[config.mk]
export PLATFORM = sky130hd
export DESIGN_NAME = i_stream_buffer_flat
export DESIGN_NICKNAME = d
export VERILOG_FILES = /design/src/rtl/i_stream_buffer_if.sv /design/src/rtl/i_stream_buffer.sv /design/src/flat_wrapper.sv
export SDC_FILE = /design/constraint.sdc
export NUM_CORES = 1
export LEC_CHECK = 0
export CORE_MARGIN = 4
export CORE_UTILIZATION = 35
export CTS_BUF_LIST = sky130_fd_sc_hd__clkbuf_2 sky130_fd_sc_hd__clkbuf_4 sky130_fd_sc_hd__clkbuf_8
export DETAILED_ROUTE_END_ITERATION = 7
export GPL_ROUTABILITY_DRIVEN = 1
export SETUP_SLACK_MARGIN = 0.02
export SLEW_MARGIN = 40
export SYNTH_ARGS = -nofsm -noshare
export SYNTH_HDL_FRONTEND = slang
export SYNTH_SLANG_ARGS = --single-unit
[constraint.sdc]
create_clock -name clk -period 4.4 [get_ports clk]
set_clock_uncertainty 0.15 [all_clocks]
set_input_delay 1.1 -clock clk [delete_from_list [all_inputs] [get_ports clk]]
set_output_delay 1.1 -clock clk [all_outputs]
set_load 0.1 [all_outputs]
[src/rtl/i_stream_buffer_if.sv]
// Bundles the i-cache request/return channels and the memory burst channels.
interface i_stream_buffer_if #(
    parameter int ADDR_WIDTH = 32,
    parameter int DATA_WIDTH = 32
);
    logic [ADDR_WIDTH-1:0] s_araddr;
    logic                  s_arvalid;
    logic                  s_arready;
    logic [DATA_WIDTH-1:0] s_rdata;
    logic                  s_rvalid;
    logic                  s_rready;
    logic [ADDR_WIDTH-1:0] m_araddr;
    logic [7:0]            m_arlen;
    logic                  m_arvalid;
    logic                  m_arready;
    logic [DATA_WIDTH-1:0] m_rdata;
    logic                  m_rvalid;
    logic                  m_rready;

    // The buffer itself: serves the i-cache, drives memory.
    modport slave (
        input  s_araddr, s_arvalid, s_rready, m_arready, m_rdata, m_rvalid,
        output s_arready, s_rdata, s_rvalid, m_araddr, m_arlen, m_arvalid, m_rready
    );

    // The surroundings: i-cache and memory together.
    modport master (
        output s_araddr, s_arvalid, s_rready, m_arready, m_rdata, m_rvalid,
        input  s_arready, s_rdata, s_rvalid, m_araddr, m_arlen, m_arvalid, m_rready
    );
endinterface

[src/rtl/i_stream_buffer.sv]
// One-line next-line stream buffer in front of the i-cache refill path: hits stream from the
// buffer one cycle after acceptance, misses pass memory beats through; every demand triggers a prefetch.
module i_stream_buffer #(
    parameter int LINE_WORDS = 4,
    parameter int ADDR_WIDTH = 32,
    parameter int DATA_WIDTH = 32
) (
    input  logic        clk,
    input  logic        rst_n,
    i_stream_buffer_if.slave bus,
    output logic [15:0] hit_count,
    output logic [15:0] miss_count
);
    localparam int BW  = $clog2(LINE_WORDS);
    localparam int OFF = BW + $clog2(DATA_WIDTH / 8);
    localparam int LW  = ADDR_WIDTH - OFF;

    localparam logic [BW-1:0] ONE_BEAT  = 1;
    localparam logic [BW-1:0] LAST_BEAT = BW'(LINE_WORDS - 1);
    localparam logic [LW-1:0] ONE_LINE  = 1;

    typedef enum logic [2:0] {
        IDLE,
        HIT_STREAM,
        MISS_REQ,
        MISS_DATA,
        PF_REQ,
        PF_DATA
    } state_t;

    state_t                state;
    logic [BW-1:0]         beat;
    logic [LW-1:0]         buf_addr;
    logic                  buf_valid;
    logic [LW-1:0]         demand_line;
    logic [LW-1:0]         pf_addr;
    logic [DATA_WIDTH-1:0] words [LINE_WORDS];

    logic [LW-1:0] req_line;
    logic          hit;
    logic          beat_last;

    assign req_line  = bus.s_araddr[ADDR_WIDTH-1:OFF];
    assign hit       = buf_valid && (req_line == buf_addr);
    assign beat_last = (beat == LAST_BEAT);

    always_ff @(posedge clk) begin
        if (!rst_n) begin
            state       <= IDLE;
            beat        <= '0;
            buf_valid   <= 1'b0;
            buf_addr    <= '0;
            demand_line <= '0;
            pf_addr     <= '0;
            hit_count   <= '0;
            miss_count  <= '0;
        end else begin
            case (state)
                IDLE: begin
                    if (bus.s_arvalid) begin
                        demand_line <= req_line;
                        beat        <= '0;
                        if (hit) begin
                            // Buffer is consumed by this hit; its words stay readable while streaming.
                            state     <= HIT_STREAM;
                            buf_valid <= 1'b0;
                            if (hit_count != 16'hFFFF) hit_count <= hit_count + 16'd1;
                        end else begin
                            state <= MISS_REQ;
                            if (miss_count != 16'hFFFF) miss_count <= miss_count + 16'd1;
                        end
                    end
                end
                HIT_STREAM: begin
                    if (bus.s_rready) begin
                        if (beat_last) begin
                            state   <= PF_REQ;
                            beat    <= '0;
                            pf_addr <= demand_line + ONE_LINE;
                        end else begin
                            beat <= beat + ONE_BEAT;
                        end
                    end
                end
                MISS_REQ: begin
                    if (bus.m_arready) begin
                        state <= MISS_DATA;
                        beat  <= '0;
                    end
                end
                MISS_DATA: begin
                    if (bus.m_rvalid && bus.s_rready) begin
                        if (beat_last) begin
                            state   <= PF_REQ;
                            beat    <= '0;
                            pf_addr <= demand_line + ONE_LINE;
                        end else begin
                            beat <= beat + ONE_BEAT;
                        end
                    end
                end
                PF_REQ: begin
                    if (bus.m_arready) begin
                        state <= PF_DATA;
                        beat  <= '0;
                    end
                end
                PF_DATA: begin
                    if (bus.m_rvalid) begin
                        if (beat_last) begin
                            state     <= IDLE;
                            beat      <= '0;
                            buf_addr  <= pf_addr;
                            buf_valid <= 1'b1;
                        end else begin
                            beat <= beat + ONE_BEAT;
                        end
                    end
                end
                default: begin
                    state <= IDLE;
                    beat  <= '0;
                end
            endcase
        end
    end

    // Line storage carries no reset; buf_valid alone guards its contents.
    always_ff @(posedge clk) begin
        if (state == PF_DATA && bus.m_rvalid) begin
            words[beat] <= bus.m_rdata;
        end
    end

    always_comb begin
        bus.s_arready = (state == IDLE);
        bus.s_rvalid  = 1'b0;
        bus.s_rdata   = '0;
        bus.m_arvalid = 1'b0;
        bus.m_araddr  = {demand_line, {OFF{1'b0}}};
        bus.m_arlen   = 8'(LINE_WORDS);
        bus.m_rready  = 1'b0;
        case (state)
            HIT_STREAM: begin
                bus.s_rvalid = 1'b1;
                bus.s_rdata  = words[beat];
            end
            MISS_REQ: begin
                bus.m_arvalid = 1'b1;
            end
            MISS_DATA: begin
                bus.s_rvalid = bus.m_rvalid;
                bus.s_rdata  = bus.m_rdata;
                bus.m_rready = bus.s_rready;
            end
            PF_REQ: begin
                bus.m_arvalid = 1'b1;
                bus.m_araddr  = {pf_addr, {OFF{1'b0}}};
            end
            PF_DATA: begin
                bus.m_rready = 1'b1;
            end
            default: ;
        endcase
    end
endmodule

[src/flat_wrapper.sv]
// flat-port wrapper written by rule: the top's interface ports become plain ports
module i_stream_buffer_flat 
#(
    parameter int LINE_WORDS = 4,
    parameter int ADDR_WIDTH = 32,
    parameter int DATA_WIDTH = 32
)
  (clk, rst_n, hit_count, miss_count, bus_s_araddr, bus_s_arvalid, bus_s_rready, bus_m_arready, bus_m_rdata, bus_m_rvalid, bus_s_arready, bus_s_rdata, bus_s_rvalid, bus_m_araddr, bus_m_arlen, bus_m_arvalid, bus_m_rready);
  i_stream_buffer_if #(.ADDR_WIDTH(ADDR_WIDTH), .DATA_WIDTH(DATA_WIDTH)) bus_i ();
  input  logic clk;
  input  logic rst_n;
  output logic [15:0] hit_count;
  output logic [15:0] miss_count;
  input wire logic [$bits(bus_i.s_araddr)-1:0] bus_s_araddr;
  input wire logic [$bits(bus_i.s_arvalid)-1:0] bus_s_arvalid;
  input wire logic [$bits(bus_i.s_rready)-1:0] bus_s_rready;
  input wire logic [$bits(bus_i.m_arready)-1:0] bus_m_arready;
  input wire logic [$bits(bus_i.m_rdata)-1:0] bus_m_rdata;
  input wire logic [$bits(bus_i.m_rvalid)-1:0] bus_m_rvalid;
  output wire logic [$bits(bus_i.s_arready)-1:0] bus_s_arready;
  output wire logic [$bits(bus_i.s_rdata)-1:0] bus_s_rdata;
  output wire logic [$bits(bus_i.s_rvalid)-1:0] bus_s_rvalid;
  output wire logic [$bits(bus_i.m_araddr)-1:0] bus_m_araddr;
  output wire logic [$bits(bus_i.m_arlen)-1:0] bus_m_arlen;
  output wire logic [$bits(bus_i.m_arvalid)-1:0] bus_m_arvalid;
  output wire logic [$bits(bus_i.m_rready)-1:0] bus_m_rready;
  assign bus_i.s_araddr = bus_s_araddr;
  assign bus_i.s_arvalid = bus_s_arvalid;
  assign bus_i.s_rready = bus_s_rready;
  assign bus_i.m_arready = bus_m_arready;
  assign bus_i.m_rdata = bus_m_rdata;
  assign bus_i.m_rvalid = bus_m_rvalid;
  assign bus_s_arready = bus_i.s_arready;
  assign bus_s_rdata = bus_i.s_rdata;
  assign bus_s_rvalid = bus_i.s_rvalid;
  assign bus_m_araddr = bus_i.m_araddr;
  assign bus_m_arlen = bus_i.m_arlen;
  assign bus_m_arvalid = bus_i.m_arvalid;
  assign bus_m_rready = bus_i.m_rready;
  i_stream_buffer #(.LINE_WORDS(LINE_WORDS), .ADDR_WIDTH(ADDR_WIDTH), .DATA_WIDTH(DATA_WIDTH)) u_core (.clk(clk), .rst_n(rst_n), .bus(bus_i), .hit_count(hit_count), .miss_count(miss_count));
endmodule
==> results of run 1 <==
final timing paths:
path                                    start                               end  slack [ns]  depth (start not counted)
min           u_core.pf_addr[21]$_SDFFE_PN0P_  u_core.buf_addr[21]$_SDFFE_PN0P_        0.32                          2
max                                      flop                   bus_s_rdata[27]        0.68                          5
min reg2reg   u_core.pf_addr[21]$_SDFFE_PN0P_  u_core.buf_addr[21]$_SDFFE_PN0P_        0.32                          2
max reg2reg  u_core.buf_addr[21]$_SDFFE_PN0P_  u_core.hit_count[7]$_SDFFE_PN0P_        1.55                          6
stage by stage:
step	hold WS (ns)	power (mW)	worst slack (ns)	util [%]
5_1_grt	0.336	7.22	0.421	43.8
3_5_place_dp	0.306	4.82	0.234	41.0
6_report	0.316	6.90	0.676	43.8
2_1_floorplan	0.288	4.31	0.0645	-
4_1_cts	0.312	7.00	0.546	43.8
3_3_place_gp	0.303	4.81	0.283	41.5
critical path, delay by kind of cell (launching register included):
kind	cells	cell delay [ns]
buf+inv	2	0.79
mux	2	0.76
flops	1	0.31
simple gates	1	0.07
Yosys cell counts (8+ instances only):
| library cell | count | area (um2) |
|---|---|---|
| nand3_1 | 27 | 135 |
| buf_4 | 12 | 90.1 |
| clkbuf_1 | 51 | 191 |
| a211oi_1 | 14 | 105 |
| dfxtp_1 | 124 | 2480 |
| and2_1 | 8 | 50.1 |
| nand2_1 | 164 | 616 |
| nand4_1 | 19 | 119 |
| or4_1 | 13 | 97.6 |
| a21oi_1 | 93 | 465 |
| and3_1 | 11 | 68.8 |
| o21ai_0 | 23 | 115 |
| nor3_1 | 11 | 55.1 |
| mux4_2 | 32 | 721 |
| o31ai_1 | 11 | 82.6 |
| mux2i_1 | 43 | 430 |
| nor2_1 | 64 | 240 |
| inv_1 | 12 | 45.0 |
| mux2_2 | 27 | 304 |
| buf_1 | 15 | 56.3 |
| edfxtp_1 | 128 | 3840 |
| xnor2_1 | 44 | 385 |
| nand2b_1 | 15 | 93.8 |
| xor2_1 | 14 | 123 |
cell families (layout without fill, tap and decap cells):
logic type,count (synthesis),count (layout)
mux,102,102
fa+ha+maj,7,7
flops,252,252
buf+inv,91,274
xor+xnor,58,58
compound gates,154,154
simple gates,353,353
other cells,2,14
power breakdown:
part           total (mW)  internal, mW  switching [mW]  leakage [nW]
clock                2.15          1.21           0.936         0.470
combinational        2.13         0.554            1.58          2.18
sequential           2.62          2.53          0.0931          2.15
registers in the layout (all words and copies together) (netlist names), named ones only:
register,cells
u_core.miss_count,16
u_core.buf_addr,28
u_core.demand_line,28
u_core.pf_addr,28
u_core.hit_count,16
u_core.state,3
u_core.beat,2
u_core.words,128
u_core.buf_valid,1
routing by layer:
| metal | vias up | wire (um) |
|---|---|---|
| met2 | 251 | 13200 |
| met5 | - | 20 |
| li1 | 3985 | - |
| met1 | 3998 | 13600 |
| met4 | 2 | 359 |
| met3 | 38 | 1750 |
area by class of cell:
class / instances / area, um2
repair buffers: 184 / 1500
flip-flops and latches: 252 / 6330
clock buffers: 61 / 783
multi-input cells: 686 / 4620
fillers: 3031 / 17800
well taps: 402 / 503
inverters: 12 / 45.0
diodes: 2 / 5.00
clock inverters: 17 / 106
==> run_results.csv, run 1 <==
group,metric,value,unit
grt,grt.busiest_layer,"met2",
grt,grt_pass1_vias,8253,
yosys,synthAdderAreaFrac,0.776,%
yosys,synthArstFlopShare,0,%
finish,drive_gt1_share,21.3,%
clock_tree,cts_hold_buf,0,
placed_design,io_buffer_count,161,
grt,grt_usage,16.1,%
timing,max_freq,269,MHz
setup_path,cp_max_fo,32,
drt,num_vias,8274,
timing,hold_viol_final,0,
grt,grt_pass1_wl,46.0,mm
pwr,p_leak,4.81,nW
setup_path,critPathSlowestCell,"mux4_2",
timing,setup_viol,0,
finish,finish.instance_area,0.0139,mm2
setup_path,start_kind,"flop",
clock_tree,clk_path_buf_depth,3,
yosys,synth-seq-area-share,56.0,%
clock_tree,clk_latency,0.54,ns
finish,stdcell_count,1616,
yosys,synth-edff-count,128,
timing,slew_violations,0,
yosys,synth-xor-area-share,4.50,%
die,die_w,188,um
die,initial_utilization,35.6,%
drt,drc,0,
yosys,syn-cell-area,0.0113,mm2
placed_design,gp_congestion,0.785,
finish,area_growth,23.0,%
pwr,p_per_area,497,mW/mm2
placed_design,dp_cells,1536,
yosys,synthFlopType,"edfxtp_1",
pwr,vdd_drop_max,0.241,mV
clock_tree,post-cts-setup-buffers,0,
grt,grt_use_met3,3.48,%
timing,period_needed,3.72,ns
setup_path,path_class,"flop to primary output",
finish,nets,1256,
yosys,synth_warnings,0,
finish,final_common_cell,"nand2_1",
setup_path,path_cells,"buf_4, mux4_2, mux2i_1, nor2_1, buf_4",
timing,slew_headroom,51.3,%
clock_tree,cts_tree,"yes",
grt,antenna_found_initial,1,
yosys,ys_ff_latch,252,
setup_path,critPathRequiredTime,3.15,ns
drt,initialDrtViolationCount,559,
timing,rsz0062_at_grt,"no",
placed_design,placed_cell_area,0.0130,mm2
yosys,yosys.area_share.simple,14.5,%
drt,wl_per_cell,17.9,um
die,core,0.0317,mm2
die,rows,65,
clock_tree,cts.sinks,252,
drt,drtPass1Iterations,5,
yosys,syn_inst,1019,
yosys,synth_compound_area_share,7.77,%
die,die_y,188,um
run,cap_violations,0,
drt,drtAntennaViolNets,0,
die,die_area,0.0352,mm2
setup_path,cp_common_cell,"buf_4",
yosys,synth_mux_area_share,12.9,%
finish,layout_common_cells,"nand2_1, edfxtp_1, dfxtp_1",
grt,grt_max_degree,48,
clock_tree,htree_levels,2,
timing,tightest_slew,0.731,ns
grt,grt_use_met2,25.5,%
timing,fin_crit_sh,84.6,%
die,io_pins,178,
clock_tree,numCtsBuffers,43,
yosys,synth_top_family_by_area,"simple AND/OR/NAND/NOR gates",
clock_tree,cts_root_buffer,"clkbuf_8",
setup_path,critPathCaptureType,"primary output",
drt,routed_via_density,5.12,
setup_path,slowest_delay,0.58,ns
grt,use_met1,22.9,%
placed_design,hpwl,18.8,mm
setup_path,arrival,2.47,ns
clock_tree,cts_resized,0,
grt,overflow,0,
drt,wl,28.9,mm
clock_tree,clkSlewWorstSetupHoldPaths,0.06,ns
timing,final.setup.tns,0,ns
yosys,synth.distinct_cells,47,
min_path,hp-class,"flop to flop",
run_status,status,"complete, no violations",
yosys,avgSynthCellArea,11.1,um2
No activity file was read; power rests on OpenSTA's default activity.
==> run 2: changes to the inputs <==
==> constraint.sdc (replaced) <==
create_clock -name clk -period 3.1 [get_ports clk]
set_clock_uncertainty 0.15 [all_clocks]
set_input_delay 0.775 -clock clk [delete_from_list [all_inputs] [get_ports clk]]
set_output_delay 0.775 -clock clk [all_outputs]
set_load 0.1 [all_outputs]
==> run_results.csv, run 2 (synthesis results as in run 1) <==
group,metric,value,unit
drt,drtPass1Iterations,5,
timing,tightest_slew,0.570,ns
setup_path,critPathRequiredTime,2.17,ns
drt,drtAntennaViolNets,0,
grt,antenna_found_initial,3,
grt,grt_pass1_vias,8214,
setup_path,r2r-start,"u_core.buf_addr[21]$_SDFFE_PN0P_",
finish,fillers,2845,
setup_path,reg2reg_setup_slack,0.54,ns
finish,final-seq-area,0.00633,mm2
setup_path,cp-endpoint,"bus_s_rdata[10]",
grt,grt_pass1_wl,46.6,mm
die,die_y,188,um
timing,slew_violations,0,
timing,slew_headroom,61.9,%
timing,hold_viol_final,0,
die,io_pins,178,
run_status,status,"complete, no violations",
clock_tree,numCtsBuffers,42,
run,cap_violations,0,
setup_path,cp_max_fo,8,
setup_path,critPathCaptureType,"primary output",
die,die_w,188,um
setup_path,arrival,2.14,ns
setup_path,r2r_end,"u_core.hit_count[10]$_SDFFE_PN0P_",
finish,layout_common_cells,"nand2_1, edfxtp_1, dfxtp_1",
setup_path,r2r_cells,8,
timing,rsz0062_at_grt,"yes",
clock_tree,clkSlewWorstSetupHoldPaths,0.06,ns
finish,multi_input_area,0.00515,mm2
timing,fin_crit_sh,98.9,%
grt,grt_max_degree,74,
timing,period_needed,3.07,ns
pwr,power,11.0,mW
grt,overflow,0,
drt,num_vias,8325,
die,core,0.0317,mm2
finish,largest_reg_flops,128,
die,initial_utilization,35.6,%
finish,top_register,"u_core.words",
pwr,p_leak,5.20,nW
min_path,hp-class,"flop to flop",
drt,drc,0,
pwr,p_per_area,704,mW/mm2
finish,area_growth,38.8,%
drt,initialDrtViolationCount,528,
clock_tree,cts_tree,"yes",
placed_design,placed_cell_area,0.0143,mm2
clock_tree,clk_latency,0.54,ns
finish,final_common_cell,"nand2_1",
clock_tree,cts_root_buffer,"clkbuf_8",
drt,routed_via_density,5.10,
clock_tree,cts.sinks,252,
timing,setup_viol,0,
finish,diodes,0,
timing,fin_hold_ws,0.310,ns
finish,stdcell_count,1631,
grt,grt_usage,16.4,%
drt,wl_per_cell,18.1,um
clock_tree,clk_path_buf_depth,3,
finish,nets,1274,
die,die_area,0.0352,mm2
die,rows,65,
placed_design,hpwl,18.7,mm
clock_tree,htree_levels,2,
placed_design,dp_cells,1548,
finish,finish.instance_area,0.0157,mm2
placed_design,gp_congestion,0.811,
finish,drive_gt1_share,28.3,%
pwr,vdd_drop_max,0.398,mV
setup_path,start_kind,"flop",
min_path,holdPathStages,2,
setup_path,path_class,"flop to primary output",
timing,max_freq,326,MHz
placed_design,io_buffer_count,161,
drt,wl,29.6,mm
-- run 2: layout make-up --
type                            count  area share, %
Sequential cell                   252           40.4
Timing Repair Buffer              203           17.4
Inverter                           12          0.287
Tap cell                          402           3.21
Clock buffer                       61           4.92
Multi-Input combinational cell    686           32.8
Clock inverter                     15          0.990
-- run 2: how the worst min path moves through the flow --
stage / slack (ns) / end / start
2_1_floorplan: 0.29 / u_core.buf_addr[12]$_SDFFE_PN0P_ / u_core.pf_addr[12]$_SDFFE_PN0P_
3_3_place_gp: 0.30 / u_core.buf_addr[27]$_SDFFE_PN0P_ / u_core.pf_addr[27]$_SDFFE_PN0P_
3_5_place_dp: 0.30 / u_core.buf_addr[25]$_SDFFE_PN0P_ / u_core.pf_addr[25]$_SDFFE_PN0P_
4_1_cts: 0.31 / u_core.buf_addr[27]$_SDFFE_PN0P_ / u_core.pf_addr[27]$_SDFFE_PN0P_
5_1_grt: 0.33 / u_core.buf_addr[27]$_SDFFE_PN0P_ / u_core.pf_addr[27]$_SDFFE_PN0P_
6_report: 0.31 / u_core.buf_addr[8]$_SDFFE_PN0P_ / u_core.pf_addr[8]$_SDFFE_PN0P_
-- run 2: timing repair --
item                                    in CTS  in global routing
pin swaps                                    1                  9
hold buffers                                 0                  0
setup buffers                                0                  2
endpoints found under the setup margin      38                 67
gates cloned                                 2                  3
resized for setup                           35                 26
-- run 2: critical path, stage by stage (launching register included) --
cell and delay (ns):
dfxtp_4 0.45, clkbuf_16 0.21, mux4_2 0.51, mux2i_2 0.21
nor2_4 0.05, buf_12 0.17
-- run 2: stage by stage --
stage / setup TNS [ns] / utilization [%] / setup slack, ns
after global routing: -1.27 / 49.4 / -0.0579
after CTS: -0.207 / 48.7 / -0.0297
after detailed placement: -6.98 / 45.2 / -0.497
after global placement: -5.96 / 45.2 / -0.445
after floorplan: -0.107 / - / -0.0134
final: 0 / 49.4 / 0.0328
-- run 2: layer usage --
layer,vias to the layer above,track usage (%),wire [um]
met1,4020,23.2,13400
met3,38,3.33,1680
met2,242,25.9,14000
li1,4019,-,-
met4,6,4.01,420
met5,-,0,37
-- run 2: where the power goes --
part | internal (mW) | total (mW) | switching [mW]
sequential | 3.59 | 3.73 | 0.139
clock | 1.86 | 3.21 | 1.35
combinational | 1.51 | 4.10 | 2.59
total | 6.96 | 11.0 | 4.07
==> run 3: changes to the inputs <==
--- a/config.mk
+++ b/config.mk
@@ -6,7 +6,7 @@
 export NUM_CORES = 1
 export LEC_CHECK = 0
 export CORE_MARGIN = 4
-export CORE_UTILIZATION = 35
+export CORE_UTILIZATION = 40
 export CTS_BUF_LIST = sky130_fd_sc_hd__clkbuf_2 sky130_fd_sc_hd__clkbuf_4 sky130_fd_sc_hd__clkbuf_8
 export DETAILED_ROUTE_END_ITERATION = 7
 export GPL_ROUTABILITY_DRIVEN = 1
==> run_results.csv, run 3 (synthesis results as in run 1) <==
group,metric,value,unit
timing,hold_viol_final,0,
clock_tree,cts_hold_buf,0,
grt,grt_pass1_vias,8267,
timing,max_freq,327,MHz
setup_path,r2r_cells,7,
clock_tree,cts_tree,"yes",
finish,final_common_cell,"nand2_1",
setup_path,critPathCaptureType,"primary output",
setup_path,path_class,"flop to primary output",
finish,area_growth,38.6,%
min_path,holdPathEnd,"u_core.buf_addr[13]$_SDFFE_PN0P_",
setup_path,r2r-start,"u_core.buf_addr[22]$_SDFFE_PN0P_",
placed_design,dp_cells,1522,
drt,wl,29.2,mm
timing,rsz0062_at_grt,"yes",
finish,drive_gt1_share,27.9,%
drt,drc,0,
setup_path,arrival,2.13,ns
finish,nets,1276,
setup_path,r2r_end,"u_core.hit_count[15]$_SDFFE_PN0P_",
min_path,hp-class,"flop to flop",
timing,tightest_slew,0.539,ns
setup_path,reg2reg_setup_slack,0.51,ns
die,initial_utilization,40.6,%
pwr,power,10.8,mW
run,cap_violations,0,
clock_tree,clk_path_buf_depth,3,
clock_tree,numCtsBuffers,42,
drt,initialDrtViolationCount,545,
drt,drtAntennaViolNets,0,
clock_tree,cts_root_buffer,"clkbuf_8",
clock_tree,clkSlewWorstSetupHoldPaths,0.06,ns
die,die_area,0.0310,mm2
finish,finish.instance_area,0.0156,mm2
finish,top_register,"u_core.words",
finish,largest_reg_flops,128,
die,die_w,176,um
grt,overflow,0,
pwr,p_leak,5.18,nW
grt,grt_usage,18.1,%
timing,setup_viol,0,
drt,routed_via_density,5.17,
grt,grt_pass1_wl,45.1,mm
clock_tree,cts.sinks,252,
drt,wl_per_cell,18.1,um
die,die_y,176,um
drt,num_vias,8309,
setup_path,start_kind,"flop",
finish,utilization,56.3,%
finish,stdcell_count,1608,
setup_path,cp_max_fo,7,
placed_design,hpwl,18.2,mm
placed_design,placed_cell_area,0.0143,mm2
timing,fin_crit_sh,98.6,%
drt,drtPass1Iterations,5,
run_status,status,"complete, no violations",
clock_tree,htree_levels,2,
timing,slew_violations,0,
timing,period_needed,3.06,ns
finish,layout_common_cells,"nand2_1, edfxtp_1, dfxtp_1",
placed_design,gp_congestion,0.794,
pwr,vdd_drop_max,0.404,mV
finish,diodes,0,
clock_tree,clk_latency,0.52,ns
die,io_pins,178,
die,rows,61,
pwr,p_per_area,692,mW/mm2
timing,slew_headroom,64.0,%
grt,grt_max_degree,72,
placed_design,io_buffer_count,161,
die,core,0.0278,mm2
setup_path,critPathRequiredTime,2.17,ns
min_path,holdPathStages,2,
grt,antenna_found_initial,3,
min_path,hp-start,"u_core.pf_addr[13]$_SDFFE_PN0P_",
-- run 3: changes by cell type in the layout (fill, tap and decap cells not counted), moves of 8 or more --
cell	delta
mux2_4	-8
mux2i_2	-12
mux2_2	+8
mux2i_4	+9
-- run 3: area by class of cell --
type	instances	area [um2]
Fill cell	2388	12100
Clock inverter	11	47.5
Inverter	12	45.0
Tap cell	378	473
Sequential cell	252	6330
Multi-Input combinational cell	686	5180
Timing Repair Buffer	205	2750
Clock buffer	64	812
-- run 3: worst max-delay path, stage by stage (launching register included) --
cell and delay (ns):
dfxtp_4 0.45, clkbuf_16 0.22, mux4_2 0.53, mux2i_4 0.18, nor2_4 0.06, buf_12 0.16
-- run 3: repair_timing --
item	4_1_cts	5_1_grt
cloned	2	4
buffers inserted	2	3
resized for setup	33	24
pin swaps	0	4
endpoints found under the setup margin	30	47
-- run 3: stage by stage --
| stage | setup TNS [ns] | hold WS (ns) | setup WS [ns] |
|---|---|---|---|
| floorplan | -0.107 | 0.288 | -0.0134 |
| global placement | -5.51 | 0.299 | -0.434 |
| detailed placement | -6.16 | 0.310 | -0.454 |
| CTS | -0.288 | 0.316 | -0.0300 |
| global route | -0.464 | 0.341 | -0.0483 |
| finish | 0 | 0.312 | 0.0425 |
-- run 3: routing by layer --
layer	routed length [um]	track usage, %	part of all wire [%]	up-vias
met1	12900	24.6	44	4025
met3	1520	3.66	5.2	42
met4	468	4.35	1.6	6
met2	14200	30.0	49	214
met5	34	0	0.12	-
li1	-	-	-	4022
-- run 3: report_power, final --
part / internal [mW] / switching, mW
clock: 1.67 / 1.28
sequential: 3.59 / 0.132
combinational: 1.55 / 2.61
total: 6.80 / 4.02
-- run 3: how the worst max path moves through the flow --
| stage | from | end | slack [ns] | depth (start not counted) |
|---|---|---|---|---|
| 4_1_cts | flop | bus_s_rdata[18] | -0.03 | 5 |
| 3_5_place_dp | bus_s_araddr[25] | u_core.hit_count[15]$_SDFFE_PN0P_ | -0.45 | 9 |
| 3_3_place_gp | bus_s_araddr[25] | u_core.hit_count[7]$_SDFFE_PN0P_ | -0.43 | 9 |
| 2_1_floorplan | u_core.state[2]$_SDFFE_PN0P_ | bus_m_araddr[23] | -0.01 | 6 |
| 5_1_grt | flop | bus_s_rdata[31] | -0.05 | 5 |
| 6_report | flop | bus_s_rdata[14] | 0.04 | 5 |
